==> src/rtl/bnn_pkg.sv <==
// ---------------------------------------------------------------------------
// bnn_pkg
// Shared declarations for the binary neural-network layer engine:
//   - bnnState_t : FSM state encoding of the layer sequencer
//   - DEF_*      : default parameter values of the engine
//   - popcount() : number of set bits in a word of up to POP_MAX_W bits
// ---------------------------------------------------------------------------
package bnn_pkg;

  typedef enum logic [2:0] {
    IDLE  = 3'd0,
    FETCH = 3'd1,
    DRAIN = 3'd2,
    FIRE  = 3'd3,
    WRITE = 3'd4,
    DONE  = 3'd5
  } bnnState_t;

  localparam int DEF_DATA_W   = 28;
  localparam int DEF_ADDR_W   = 6;
  localparam int DEF_WADDR_W  = 8;
  localparam int DEF_IN_WORDS = 4;
  localparam int DEF_N_OUT    = 8;
  localparam int DEF_ACC_W    = 8;
  localparam int DEF_THRESH   = 56;
  localparam int DEF_IN_BASE  = 0;
  localparam int DEF_OUT_BASE = 32;

  // Widest word popcount() accepts; narrower words are zero-extended.
  localparam int POP_MAX_W = 64;

  function automatic int unsigned popcount(input logic [POP_MAX_W-1:0] v);
    int unsigned c;
    c = 0;
    for (int i = 0; i < POP_MAX_W; i++) begin
      if (v[i]) c++;
    end
    return c;
  endfunction

endpackage

==> src/rtl/bnn_xnor_popcount.sv <==
// ---------------------------------------------------------------------------
// bnn_xnor_popcount
// Combinational binary dot product of one activation word with one weight
// word: counts the bit positions where act and wgt agree.
// Ports:
//   act   [DATA_W-1:0] in  : activation word
//   wgt   [DATA_W-1:0] in  : weight word
//   count [CNT_W-1:0]  out : popcount(~(act ^ wgt))
// ---------------------------------------------------------------------------
module bnn_xnor_popcount
  import bnn_pkg::*;
#(
  parameter int DATA_W = DEF_DATA_W,
  parameter int CNT_W  = $clog2(DATA_W + 1)
) (
  input  logic [DATA_W-1:0] act,
  input  logic [DATA_W-1:0] wgt,
  output logic [CNT_W-1:0]  count
);

  logic [POP_MAX_W-1:0] matchBits;

  always_comb begin
    matchBits             = '0;
    matchBits[DATA_W-1:0] = ~(act ^ wgt);
    count                 = CNT_W'(popcount(matchBits));
  end

endmodule

==> src/rtl/bnn_layer_engine.sv <==
// ---------------------------------------------------------------------------
// bnn_layer_engine
// Sequential evaluator of one binary fully-connected layer. For each of
// N_OUT neurons it streams IN_WORDS activation/weight word pairs from two
// 1-cycle-latency memories, accumulates the XNOR popcount, fires when the
// sum reaches THRESH, and finally writes the packed firing pattern to
// MEM0[OUT_BASE].
//
// Optional feature macro: BNN_RAW_SUM_EN
//   Adds iMODE (sampled together with iSTART). With iMODE=1 every neuron's
//   raw popcount sum is also written to MEM0[OUT_BASE+1+n] during FIRE.
//
// Ports:
//   iCLK, iRST        clock, synchronous active-high reset
//   iSTART            level start request, honoured only in IDLE
//   iCLR              synchronous abort/clear back to IDLE
//   iMODE             raw-sum write enable (BNN_RAW_SUM_EN builds only)
//   oMEM0RdADDR/_EN   activation read request, iMEM0RdDATA returns next cycle
//   oWRdADDR/_EN      weight read request, iWRdDATA returns next cycle
//   oMEM0WrADDR/DATA/_EN  result write port
//   oBUSY             high while a layer is being evaluated
//   oDONE             high once the result has been written, until iCLR
// ---------------------------------------------------------------------------
module bnn_layer_engine
  import bnn_pkg::*;
#(
  parameter int DATA_W   = DEF_DATA_W,
  parameter int ADDR_W   = DEF_ADDR_W,
  parameter int WADDR_W  = DEF_WADDR_W,
  parameter int IN_WORDS = DEF_IN_WORDS,
  parameter int N_OUT    = DEF_N_OUT,
  parameter int ACC_W    = DEF_ACC_W,
  parameter int THRESH   = DEF_THRESH,
  parameter int IN_BASE  = DEF_IN_BASE,
  parameter int OUT_BASE = DEF_OUT_BASE
) (
  input  logic               iCLK,
  input  logic               iRST,
  input  logic               iSTART,
  input  logic               iCLR,
`ifdef BNN_RAW_SUM_EN
  input  logic               iMODE,
`endif
  output logic [ADDR_W-1:0]  oMEM0RdADDR,
  output logic               oMEM0Rd_EN,
  input  logic [DATA_W-1:0]  iMEM0RdDATA,
  output logic [WADDR_W-1:0] oWRdADDR,
  output logic               oWRd_EN,
  input  logic [DATA_W-1:0]  iWRdDATA,
  output logic [ADDR_W-1:0]  oMEM0WrADDR,
  output logic [DATA_W-1:0]  oMEM0WrDATA,
  output logic               oMEM0Wr_EN,
  output logic               oBUSY,
  output logic               oDONE
);

  localparam int NIDX_W = (N_OUT > 1) ? $clog2(N_OUT) : 1;
  localparam int WIDX_W = (IN_WORDS > 1) ? $clog2(IN_WORDS) : 1;
  localparam int CNT_W  = $clog2(DATA_W + 1);

  localparam logic [NIDX_W-1:0] LAST_NEURON = NIDX_W'(N_OUT - 1);
  localparam logic [WIDX_W-1:0] LAST_WORD   = WIDX_W'(IN_WORDS - 1);

  bnnState_t         state;
  logic [NIDX_W-1:0] neuronIdx;
  logic [WIDX_W-1:0] wordIdx;
  logic [ACC_W-1:0]  acc;
  logic [N_OUT-1:0]  result;

  logic              vld_p1;
  logic [CNT_W-1:0]  matchCnt_p1;
  logic [ACC_W-1:0]  accSum_p1;
  logic [N_OUT-1:0]  resultNext;
  logic              fireBit;

`ifdef BNN_RAW_SUM_EN
  logic rawMode;
`else
  localparam logic rawMode = 1'b0;
`endif

  function automatic logic [ACC_W-1:0] accAdd(input logic [ACC_W-1:0] a,
                                              input logic [CNT_W-1:0] c);
    return a + ACC_W'(c);
  endfunction

  function automatic logic [DATA_W-1:0] zeroExtAcc(input logic [ACC_W-1:0] a);
    return DATA_W'(a);
  endfunction

  function automatic logic [DATA_W-1:0] zeroExtResult(input logic [N_OUT-1:0] r);
    return DATA_W'(r);
  endfunction

  function automatic logic [ADDR_W-1:0] actAddr(input logic [WIDX_W-1:0] w);
    return ADDR_W'(IN_BASE + int'(w));
  endfunction

  function automatic logic [WADDR_W-1:0] wgtAddr(input logic [NIDX_W-1:0] n,
                                                input logic [WIDX_W-1:0] w);
    return WADDR_W'(int'(n) * IN_WORDS + int'(w));
  endfunction

  function automatic logic [ADDR_W-1:0] rawAddr(input logic [NIDX_W-1:0] n);
    return ADDR_W'(OUT_BASE + 1 + int'(n));
  endfunction

  // ---- p1: read data returning from both memories ----
  bnn_xnor_popcount #(
    .DATA_W (DATA_W),
    .CNT_W  (CNT_W)
  ) uPopcount (
    .act   (iMEM0RdDATA),
    .wgt   (iWRdDATA),
    .count (matchCnt_p1)
  );

  always_comb begin
    accSum_p1             = vld_p1 ? accAdd(acc, matchCnt_p1) : acc;
    fireBit               = (int'(acc) >= THRESH);
    resultNext            = result;
    resultNext[neuronIdx] = fireBit;
  end

  // ---- p0: sequencer, read issue and result writes ----
  always_ff @(posedge iCLK) begin
    if (iRST) begin
      state       <= IDLE;
      neuronIdx   <= '0;
      wordIdx     <= '0;
      acc         <= '0;
      result      <= '0;
      vld_p1      <= 1'b0;
`ifdef BNN_RAW_SUM_EN
      rawMode     <= 1'b0;
`endif
      oMEM0RdADDR <= '0;
      oMEM0Rd_EN  <= 1'b0;
      oWRdADDR    <= '0;
      oWRd_EN     <= 1'b0;
      oMEM0WrADDR <= '0;
      oMEM0WrDATA <= '0;
      oMEM0Wr_EN  <= 1'b0;
      oBUSY       <= 1'b0;
      oDONE       <= 1'b0;
    end else if (iCLR) begin
      // Addresses and write data deliberately keep their last values.
      state      <= IDLE;
      neuronIdx  <= '0;
      wordIdx    <= '0;
      acc        <= '0;
      result     <= '0;
      vld_p1     <= 1'b0;
      oMEM0Rd_EN <= 1'b0;
      oWRd_EN    <= 1'b0;
      oMEM0Wr_EN <= 1'b0;
      oBUSY      <= 1'b0;
      oDONE      <= 1'b0;
    end else begin
      // A read enable seen this cycle means its data is on the bus next cycle.
      vld_p1     <= oMEM0Rd_EN;
      acc        <= accSum_p1;
      oMEM0Rd_EN <= 1'b0;
      oWRd_EN    <= 1'b0;
      oMEM0Wr_EN <= 1'b0;

      case (state)
        IDLE: begin
          if (iSTART) begin
            state       <= FETCH;
            neuronIdx   <= '0;
            wordIdx     <= '0;
            acc         <= '0;
            result      <= '0;
`ifdef BNN_RAW_SUM_EN
            rawMode     <= iMODE;
`endif
            oMEM0RdADDR <= actAddr('0);
            oWRdADDR    <= wgtAddr('0, '0);
            oMEM0Rd_EN  <= 1'b1;
            oWRd_EN     <= 1'b1;
            oBUSY       <= 1'b1;
          end
        end

        FETCH: begin
          if (wordIdx == LAST_WORD) begin
            state <= DRAIN;
          end else begin
            wordIdx     <= wordIdx + 1'b1;
            oMEM0RdADDR <= actAddr(wordIdx + 1'b1);
            oWRdADDR    <= wgtAddr(neuronIdx, wordIdx + 1'b1);
            oMEM0Rd_EN  <= 1'b1;
            oWRd_EN     <= 1'b1;
          end
        end

        DRAIN: begin
          // accSum_p1 already includes the last word, so the raw sum can be
          // written during FIRE without adding a cycle.
          state <= FIRE;
          if (rawMode) begin
            oMEM0Wr_EN  <= 1'b1;
            oMEM0WrADDR <= rawAddr(neuronIdx);
            oMEM0WrDATA <= zeroExtAcc(accSum_p1);
          end
        end

        FIRE: begin
          result <= resultNext;
          acc    <= '0;
          if (neuronIdx == LAST_NEURON) begin
            state       <= WRITE;
            neuronIdx   <= '0;
            oMEM0Wr_EN  <= 1'b1;
            oMEM0WrADDR <= ADDR_W'(OUT_BASE);
            oMEM0WrDATA <= zeroExtResult(resultNext);
          end else begin
            state       <= FETCH;
            neuronIdx   <= neuronIdx + 1'b1;
            wordIdx     <= '0;
            oMEM0RdADDR <= actAddr('0);
            oWRdADDR    <= wgtAddr(neuronIdx + 1'b1, '0);
            oMEM0Rd_EN  <= 1'b1;
            oWRd_EN     <= 1'b1;
          end
        end

        WRITE: begin
          state <= DONE;
          oBUSY <= 1'b0;
        end

        DONE: begin
          // oDONE rises on the first DONE edge and holds; iSTART is ignored.
          oDONE <= 1'b1;
        end

        default: begin
          state <= IDLE;
          oBUSY <= 1'b0;
        end
      endcase
    end
  end

endmodule

==> config.mk <==
export PLATFORM = sky130hd
export DESIGN_NAME = bnn_layer_engine
export DESIGN_NICKNAME = d
export VERILOG_FILES = /design/src/rtl/bnn_pkg.sv /design/src/rtl/bnn_xnor_popcount.sv /design/src/rtl/bnn_layer_engine.sv
export SDC_FILE = /design/constraint.sdc
export NUM_CORES = 1
export LEC_CHECK = 0
export CAP_MARGIN = 10
export CORE_ASPECT_RATIO = 0.8
export CORE_MARGIN = 8
export CORE_UTILIZATION = 50
export DETAILED_ROUTE_END_ITERATION = 10
export HOLD_SLACK_MARGIN = 0.12
export PLACE_DENSITY = 0.74
export SKIP_CTS_REPAIR_TIMING = 1
export SLEW_MARGIN = 20
export SYNTH_ARGS = -nofsm -noshare
export SYNTH_HDL_FRONTEND = slang
export SYNTH_SLANG_ARGS = --single-unit
==> constraint.sdc <==
create_clock -name iCLK -period 19.7 [get_ports iCLK]
set_input_delay 2.955 -clock iCLK [delete_from_list [all_inputs] [get_ports iCLK]]
set_output_delay 2.955 -clock iCLK [all_outputs]
set_load 0.03 [all_outputs]
# == Yosys cells after proc, flatten, opt, wreduce, memory -nomap -nowiden ==
# Cells that the tools add are included.
# word_totals
output_inout_bits,53
wordCells,139
reg_bits,52
inputBits,60
# op_classes
n_addsub,31
n_eq_ne,11
reduce_logical,13
muxes,61
magnitude_cmp,3
bitwise,6
# ops
cell,n
$mux 5,26
$add 5x1->5 const B,25
$mux 8,5
$pmux 8 s2,2
$not 28->28,1
$xor 28x28->28,1
$pmux 8 s3,1
$mux 6,3
$pmux 3 s6,1
$pmux 6 s3,1
$mux 3,5
$eq 3x3->1 const B,3
$add 8x5->8,1
$bwmux 8,1
$ge 8x6->1 const B,1
$mux 2,4
$ne 2x2->1 const B,4
$mux 1,7
$add 5x2->6,1
$eq 3x2->1 const B,2
$pmux 2 s3,1
$pmux 3 s2,1
$reduce_and 3->1,2
$reduce_and 5->1,1
21 further kinds,25

# == Longest topological paths before layout ==
# Gate-level depths: netlist of the first run.
# depth
word_depth,61
ltp_mapped,86
ltp_nobuf,86

# == Hierarchy ==
# A second synthesis of the first run with hierarchy kept.
# hier_totals
cells_unflattened,792
area_unflattened_um2,6377.4
# by_module_without_submodules
module,seq_area_each_um2,area_per_inst_um2,cells_each,n_inst
bnn_xnor_popcount,0.0,3946.3,510,1
bnn_layer_engine,900.9,2431.1,282,1

# == Worst setup path after synthesis of the first run ==
# Ideal clock, no wire load.
# synth_path
path_kind,input-to-reg
start,in iWRdDATA[0]
end,reg acc[7]
cell_stages,84
setup_ns,0.071
setup_slack_ns,1.501
path_buffers,0
arrival_time_ns,18.128
required_time_ns,19.629
cell_sequence,xnor2_1 inv_1 ha_1 xnor3_2 ha_1 nand2b_1 o21ai_0 xor2_1 mux2i_1 ha_1 nor2_1 or2_2 a21oi_1 nor2_1 mux2_2 ha_1 a21boi_0 and3_1 (+48 left out) a31oi_1 o31ai_1 inv_1 ha_1 nand2_1 o21ai_0 ha_1 and2_1 nand2_1 and2b_1 a21oi_1 xnor3_1 ha_1 nand2_1 o21ai_0 nand2_1 or3_1 a21oi_1
# synth_via
elab_chain_len,61
# synth_rtl
element,line_no,rtl
"start, declared",bnn_layer_engine.sv:49,"input logic [DATA_W-1:0] iWRdDATA,"
$xor 28x28->28 (*),bnn_xnor_popcount.sv:25,matchBits[DATA_W-1:0] = ~(act ^ wgt);
$not 28->28 (*),bnn_xnor_popcount.sv:25,
$mux 1 (*),bnn_pkg.sv:36,if (v[i]) c++;
$add 1x1->2,bnn_pkg.sv:36,
$mux 2 (*),bnn_pkg.sv:36,
$add 2x1->3,bnn_pkg.sv:36,
$mux 5 (*),bnn_pkg.sv:36,
$add 5x1->5,bnn_pkg.sv:36,
(+45 left out),--,
$add 5x1->5,bnn_pkg.sv:36,
$mux 5 (*),bnn_pkg.sv:36,
$add 5x1->5,bnn_pkg.sv:36,
$mux 5 (*),bnn_pkg.sv:36,
$add 8x5->8 (*),bnn_layer_engine.sv:84,return a + ACC_W'(c);
$mux 8 (*),bnn_layer_engine.sv:119,"accSum_p1 = vld_p1 ? accAdd(acc, matchCnt_p1) : acc;"
$mux 8,bnn_layer_engine.sv:169,if (iSTART) begin
$pmux 8 s2 (*),bnn_layer_engine.sv:167,case (state)
"end signal, assigned",bnn_layer_engine.sv:162,acc <= accSum_p1;
"end, declared",bnn_layer_engine.sv:67,logic [ACC_W-1:0] acc;
# Mark *: on every way between the ends. The rest lies on a longest branch, timed or not.
# A chain may end at the register's enable or synchronous reset.

# == Worst setup path after layout of the first run ==
# layout_path
start,in iMEM0RdDATA[0]
end,reg acc[7]
# layout_via
elab_chain_len,61
# layout_rtl
element,line_no,rtl
"start, declared",bnn_layer_engine.sv:46,"input logic [DATA_W-1:0] iMEM0RdDATA,"
$xor 28x28->28 (*),bnn_xnor_popcount.sv:25,
$not 28->28 (*),bnn_xnor_popcount.sv:25,
$mux 1 (*),bnn_pkg.sv:36,
$add 1x1->2,bnn_pkg.sv:36,
$mux 2 (*),bnn_pkg.sv:36,
$add 2x1->3,bnn_pkg.sv:36,
$mux 5 (*),bnn_pkg.sv:36,
$add 5x1->5,bnn_pkg.sv:36,
(+45 left out),--,
$add 5x1->5,bnn_pkg.sv:36,
$mux 5 (*),bnn_pkg.sv:36,
$add 5x1->5,bnn_pkg.sv:36,
$mux 5 (*),bnn_pkg.sv:36,
$add 8x5->8 (*),bnn_layer_engine.sv:84,
$mux 8 (*),bnn_layer_engine.sv:119,
$mux 8,bnn_layer_engine.sv:169,
$pmux 8 s2 (*),bnn_layer_engine.sv:167,
# Marked as above.

==> results of run 1 <==
-- cells in the mapped netlist (3+ instances only) --
master       n
or3_1        6
buf_4       33
a31oi_1     12
and3_1       7
nor2b_1      4
dfxtp_1     45
nand2b_1     4
nor3b_1      3
xnor2_1    115
a21o_1       4
mux2_2       3
nand2_1     91
a311oi_1     3
nor4b_1      3
nor2_1      87
o221ai_1     4
and2_1       4
xnor2_4      3
a22oi_1      4
o22ai_1      8
inv_1       25
or2_2        8
o211ai_1     7
nand3b_1     4
nor4_1       5
clkbuf_1    20
o21ai_0     36
xor2_1      43
o2111ai_1    3
a211oi_1     6
xnor3_1      9
o31ai_1      3
nand3_1     37
nand4_1      7
a21oi_1     60
a32oi_1      4
mux2i_1     25
ha_1        34
a221oi_1     5
nor3_1      17
-- path summary, 6_finish.rpt --
check	end	slack, ns
max reg2reg	oWRdADDR[4]	17.52
max	acc[7]	1.15
min reg2reg	result[0]	0.46
min	result[0]	0.46
-- sequential cells by signal, summed over array words and instances (netlist names), 2 cells and up --
register and count:
wordIdx 2, state 3, neuronIdx 3, acc 8, oWRdADDR 5, result 8
oMEM0RdADDR 2, oMEM0WrDATA 8
-- stage by stage --
step           instance area [um2]  setup WS (ns)  cells  util, %
6_report                      7560           1.15   1094     59.8
5_1_grt                       7560        -0.0304   1094     59.8
4_1_cts                       7390          0.145   1086     58.4
3_5_place_dp                  7250         -0.119   1078     57.4
3_3_place_gp                  7250          0.161   1078     57.4
2_1_floorplan                 6490           1.50    868        -
-- final cells by class --
cell class	count	area share [%]
Clock inverter	2	0.132
Timing Repair Buffer	96	12.2
Multi-Input combinational cell	743	69.7
Clock buffer	6	1.70
Sequential cell	45	11.9
Tap cell	175	2.90
Inverter	27	1.44
-- layer usage --
layer / global-route usage [%] / vias to the layer above
met2: 25.4 / 180
met3: 3.28 / 16
met5: 0 / -
met1: 27.6 / 2719
li1: - / 3054
met4: 2.86 / 4
-- cell families after synthesis --
logic type / count (synthesis) / synth area share, %
AOI/OAI and AO/OA: 180 / 18.0
xor gates and xnor gates: 177 / 28.6
adders and majority gates: 35 / 6.99
buffers and inverters: 80 / 6.77
DFF: 45 / 14.1
muxes: 28 / 4.46
other: 1 / 0.0588
and+or+nand+nor: 291 / 20.9
-- critical path, delay by kind of cell --
family	cells	cell delay, ns
AOI/OAI and AO/OA	21	3.24
buffers and inverters	5	0.96
adders and majority gates	15	4.35
muxes	4	0.72
xor gates and xnor gates	12	2.42
and+or+nand+nor	31	4.14
==> metrics, run 1 <==
Tcrit/Tclk final=94.2%; via/cell ratio=5.46; most frequent cells in the layout=112 x xnor2_1, 91 x nand2_1, 87 x nor2_1; Total Routing Usage GR=18.0%; DR WL/cell=14.1 um; Worst Path Arrival=18.76 ns; commonest register cell after synthesis=dfxtp_1; clock buffer depth=2; Mapped Cells=837; H-Tree Depth=2; register area share after synthesis=14.1%; fraction of layout cells with a size suffix above 1=8.16%; n_diodes=0; post-synth top area cell=xnor2_1; CTS tree=yes; DR iter-0 viols=476; chip width=142 um; clock latency on the worst-skew pair=0.28 ns; Mean Syn Cell Area=7.62 um2; CP Class=in -> reg; area of the multi-input gates=5270 um2; Final ANT Viol Nets=0; top sig layer=met5; Critical-path top delay cell=clkdlybuf4s50_1; Detail Route met3 WL=1030 um; die height=117 um; register area=901 um2; maxcap violations=0; worst setup path start=iMEM0RdDATA[0]; Worst-Margin Slew=1.00 ns; Met1 Routed Length=8180 um; initial antenna violation count=2; Sink Count=45; via count=5973; setup violators final=0; Yosys top cell area share=15.8%; detailed-route DRC error count=0; final net count=1013; HP Class=reg -> reg; Setup crit start kind=input port; post-route setup TNS=0 ns; initial core utilization=50.4%; Synth Warn #=0; Crit path required time=19.91 ns; DP HPWL=12200 um; crit path capture type=register; Fin Clk Skew=0.00371 ns; wire length on met2=6040 um; TritonCTS buffer count=5; HP Start=result[0]; most used cell along the critical path=ha_1; max-slew violation count=0; asr flop ratio synth=0%; # port buffers=80; clock root buffer=clkbuf_16; vias in the first global route=5348; Rel. slew slack=32.6%; worst r2r src=neuronIdx[0]; FF-to-FF path depth=7; Final Routed Wirelength=15400 um; Tmin final=18.55 ns; count of different cell masters after synthesis=71; drt first pass iters=5; first-pass GRT wire length=25300 um; Reg clk slew, reported paths=0.06 ns; Overflow after GRT=0; layout overhead on the synthesized area=18.6%; largest net degree at the start of global routing=19; Ports=113; Min-Delay Path Depth=2; hold slack final=0.457 ns; Hold Vio Cnt, Final=0; worst-path fanout max=5; crit-path max cell delay=0.44 ns; Post-synth EDFFs=0; die area=16600 um2; Core Area=12600 um2; Mapped Area=6370 um2; Area contributors post-synth=xnor2_1 16%, dfxtp_1 14%, ha_1 6.7%; synthesized flop and latch total=45; num rows=37; Peak Freq=53.9 MHz; fill count=1190; final estimated routing congestion in global placement=0.923; run status=completed; most common cell after layout, fill and taps aside=xnor2_1
Power of run 1 is not shown: default switching activity piles up to over one toggle a cycle in this logic, so the estimate is an artifact.
==> run 2, diff against run 1 <==
--- a/config.mk
+++ b/config.mk
@@ -11,9 +11,9 @@
 export CORE_UTILIZATION = 50
 export DETAILED_ROUTE_END_ITERATION = 10
 export HOLD_SLACK_MARGIN = 0.12
-export PLACE_DENSITY = 0.74
+export PLACE_DENSITY = 0.77
 export SKIP_CTS_REPAIR_TIMING = 1
-export SLEW_MARGIN = 20
+export SLEW_MARGIN = 25
 export SYNTH_ARGS = -nofsm -noshare
 export SYNTH_HDL_FRONTEND = slang
 export SYNTH_SLANG_ARGS = --single-unit
==> constraint.sdc (replaced) <==
create_clock -name iCLK -period 16.39 [get_ports iCLK]
set_input_delay 2.4585 -clock iCLK [delete_from_list [all_inputs] [get_ports iCLK]]
set_output_delay 2.4585 -clock iCLK [all_outputs]
set_load 0.03 [all_outputs]
==> run 2 against run 1 <==
  * The flow now finishes with violations (setup timing)
  * Cell count is 9.0% higher
  * Critical path depth is 4 lower
  * First-iteration DRC count is 3.6% lower
  * Die area stayed put
  * Non-clock buffer count is 98 higher
  * Via count is 8.4% higher
==> metrics, run 2 (synthesized netlist as in run 1, its figures left out) <==
hold slack final=0.456 ns; drt first pass iters=7; Core Area=12600 um2; die area=16600 um2; clock buffer depth=2; # port buffers=80; setup violators final=5; Ports=113; crit path to=acc[7]; RSZ-0062 raised after global routing=true; worst setup margin=-0.427 ns; Worst-Margin Slew=0.955 ns; via/cell ratio=5.43; FF-to-FF path depth=7; Tmin final=16.82 ns; initial core utilization=50.4%; DP Worst Slack=-1.29 ns; n_diodes=0; post-route setup TNS=-1.51 ns; worst-path fanout max=5; num rows=37; Tcrit/Tclk final=103%; most frequent cells in the layout=114 x buf_4, 102 x xnor2_1, 85 x nand2_1; Setup crit start kind=input port; TritonCTS buffer count=5; Worst Path Arrival=17.03 ns; vias in the first global route=6003; clock root buffer=clkbuf_16; Final ANT Viol Nets=0; Total Routing Usage GR=19.6%; flop-to-flop setup slack=14.17 ns; Design Area, Final=8800 um2; Reg clk slew, reported paths=0.06 ns; DP HPWL=13600 um; run status=complete, but fails checks; worst setup path start=iWRdDATA[1]; HP Class=reg -> reg; worst r2r src=neuronIdx[0]; Overflow after GRT=0; Rel. slew slack=35.9%; fraction of layout cells with a size suffix above 1=23.0%; die height=117 um; max-slew violation count=0; CP Class=in -> reg; H-Tree Depth=2; DR iter-0 viols=459; Sink Count=45; most used cell along the critical path=nand2_1; most common cell after layout, fill and taps aside=buf_4; Final Routed Wirelength=17300 um; maxcap violations=0; Worst R2R End=oMEM0WrDATA[6]; Min-Delay Path Depth=2; CTS tree=yes; crit path capture type=register; biggest regs=acc (8), oMEM0WrDATA (8), result (8); initial antenna violation count=0; detailed-route DRC error count=0; DR WL/cell=14.5 um; chip width=142 um; violated checks=setup timing; Peak Freq=59.5 MHz; clock latency on the worst-skew pair=0.28 ns; Post-DP Area=8120 um2; final net count=1111; Critical-path top delay cell=or4_4; first-pass GRT wire length=27600 um; Fin Clk Skew=0.00406 ns; largest net degree at the start of global routing=19; final estimated routing congestion in global placement=0.918; layout overhead on the synthesized area=38.1%; Crit path required time=16.60 ns; Hold Vio Cnt, Final=0; via count=6475; crit-path max cell delay=0.46 ns
run 2: how the worst min path moves through the flow:
| stage | startpoint | slack, ns | endpoint |
|---|---|---|---|
| finish | result[3] | 0.46 | result[3] |
| global route | oMEM0RdADDR[1] | 0.48 | oMEM0RdADDR[1] |
| CTS | result[5] | 0.46 | result[5] |
| detailed placement | result[5] | 0.44 | result[5] |
| global placement | result[6] | 0.43 | result[6] |
| floorplan | result[0] | 0.42 | result[0] |
run 2: cell type report:
cell class                 count  area, um2
inverter                      27        109
tap                          175        219
multi-input combinational    743       5740
fill                        1016       3840
sequential                    45        901
clock buffer                   5        125
clock inverter                 3       46.3
timing repair buffer         194       1660
run 2: per-layer routing:
layer  up-vias  part of all wire, %  GRT usage [%]
met2       209                   44           30.5
met3        21                  5.7           2.51
met5         -                    0              0
met1      2996                   50           28.3
met4         0                  1.1           3.85
li1       3249                    -              -
run 2: stage by stage:
step	instances	utilization (%)
after detailed placement	1169	64.2
after global routing	1192	69.6
after floorplan	868	-
after global placement	1169	64.2
after CTS	1177	65.6
final	1192	69.6
run 2: critical path: cells and delay by family:
kind,cells,cell delay [ns]
AND/OR/NAND/NOR,29,4.09
buffers and inverters,5,0.64
AO/OA/AOI/OAI,23,3.73
XOR/XNOR,12,2.26
adder cells (fa/ha/maj),12,3.36
multiplexers,3,0.44
Power of run 2 is left out for the same reason.
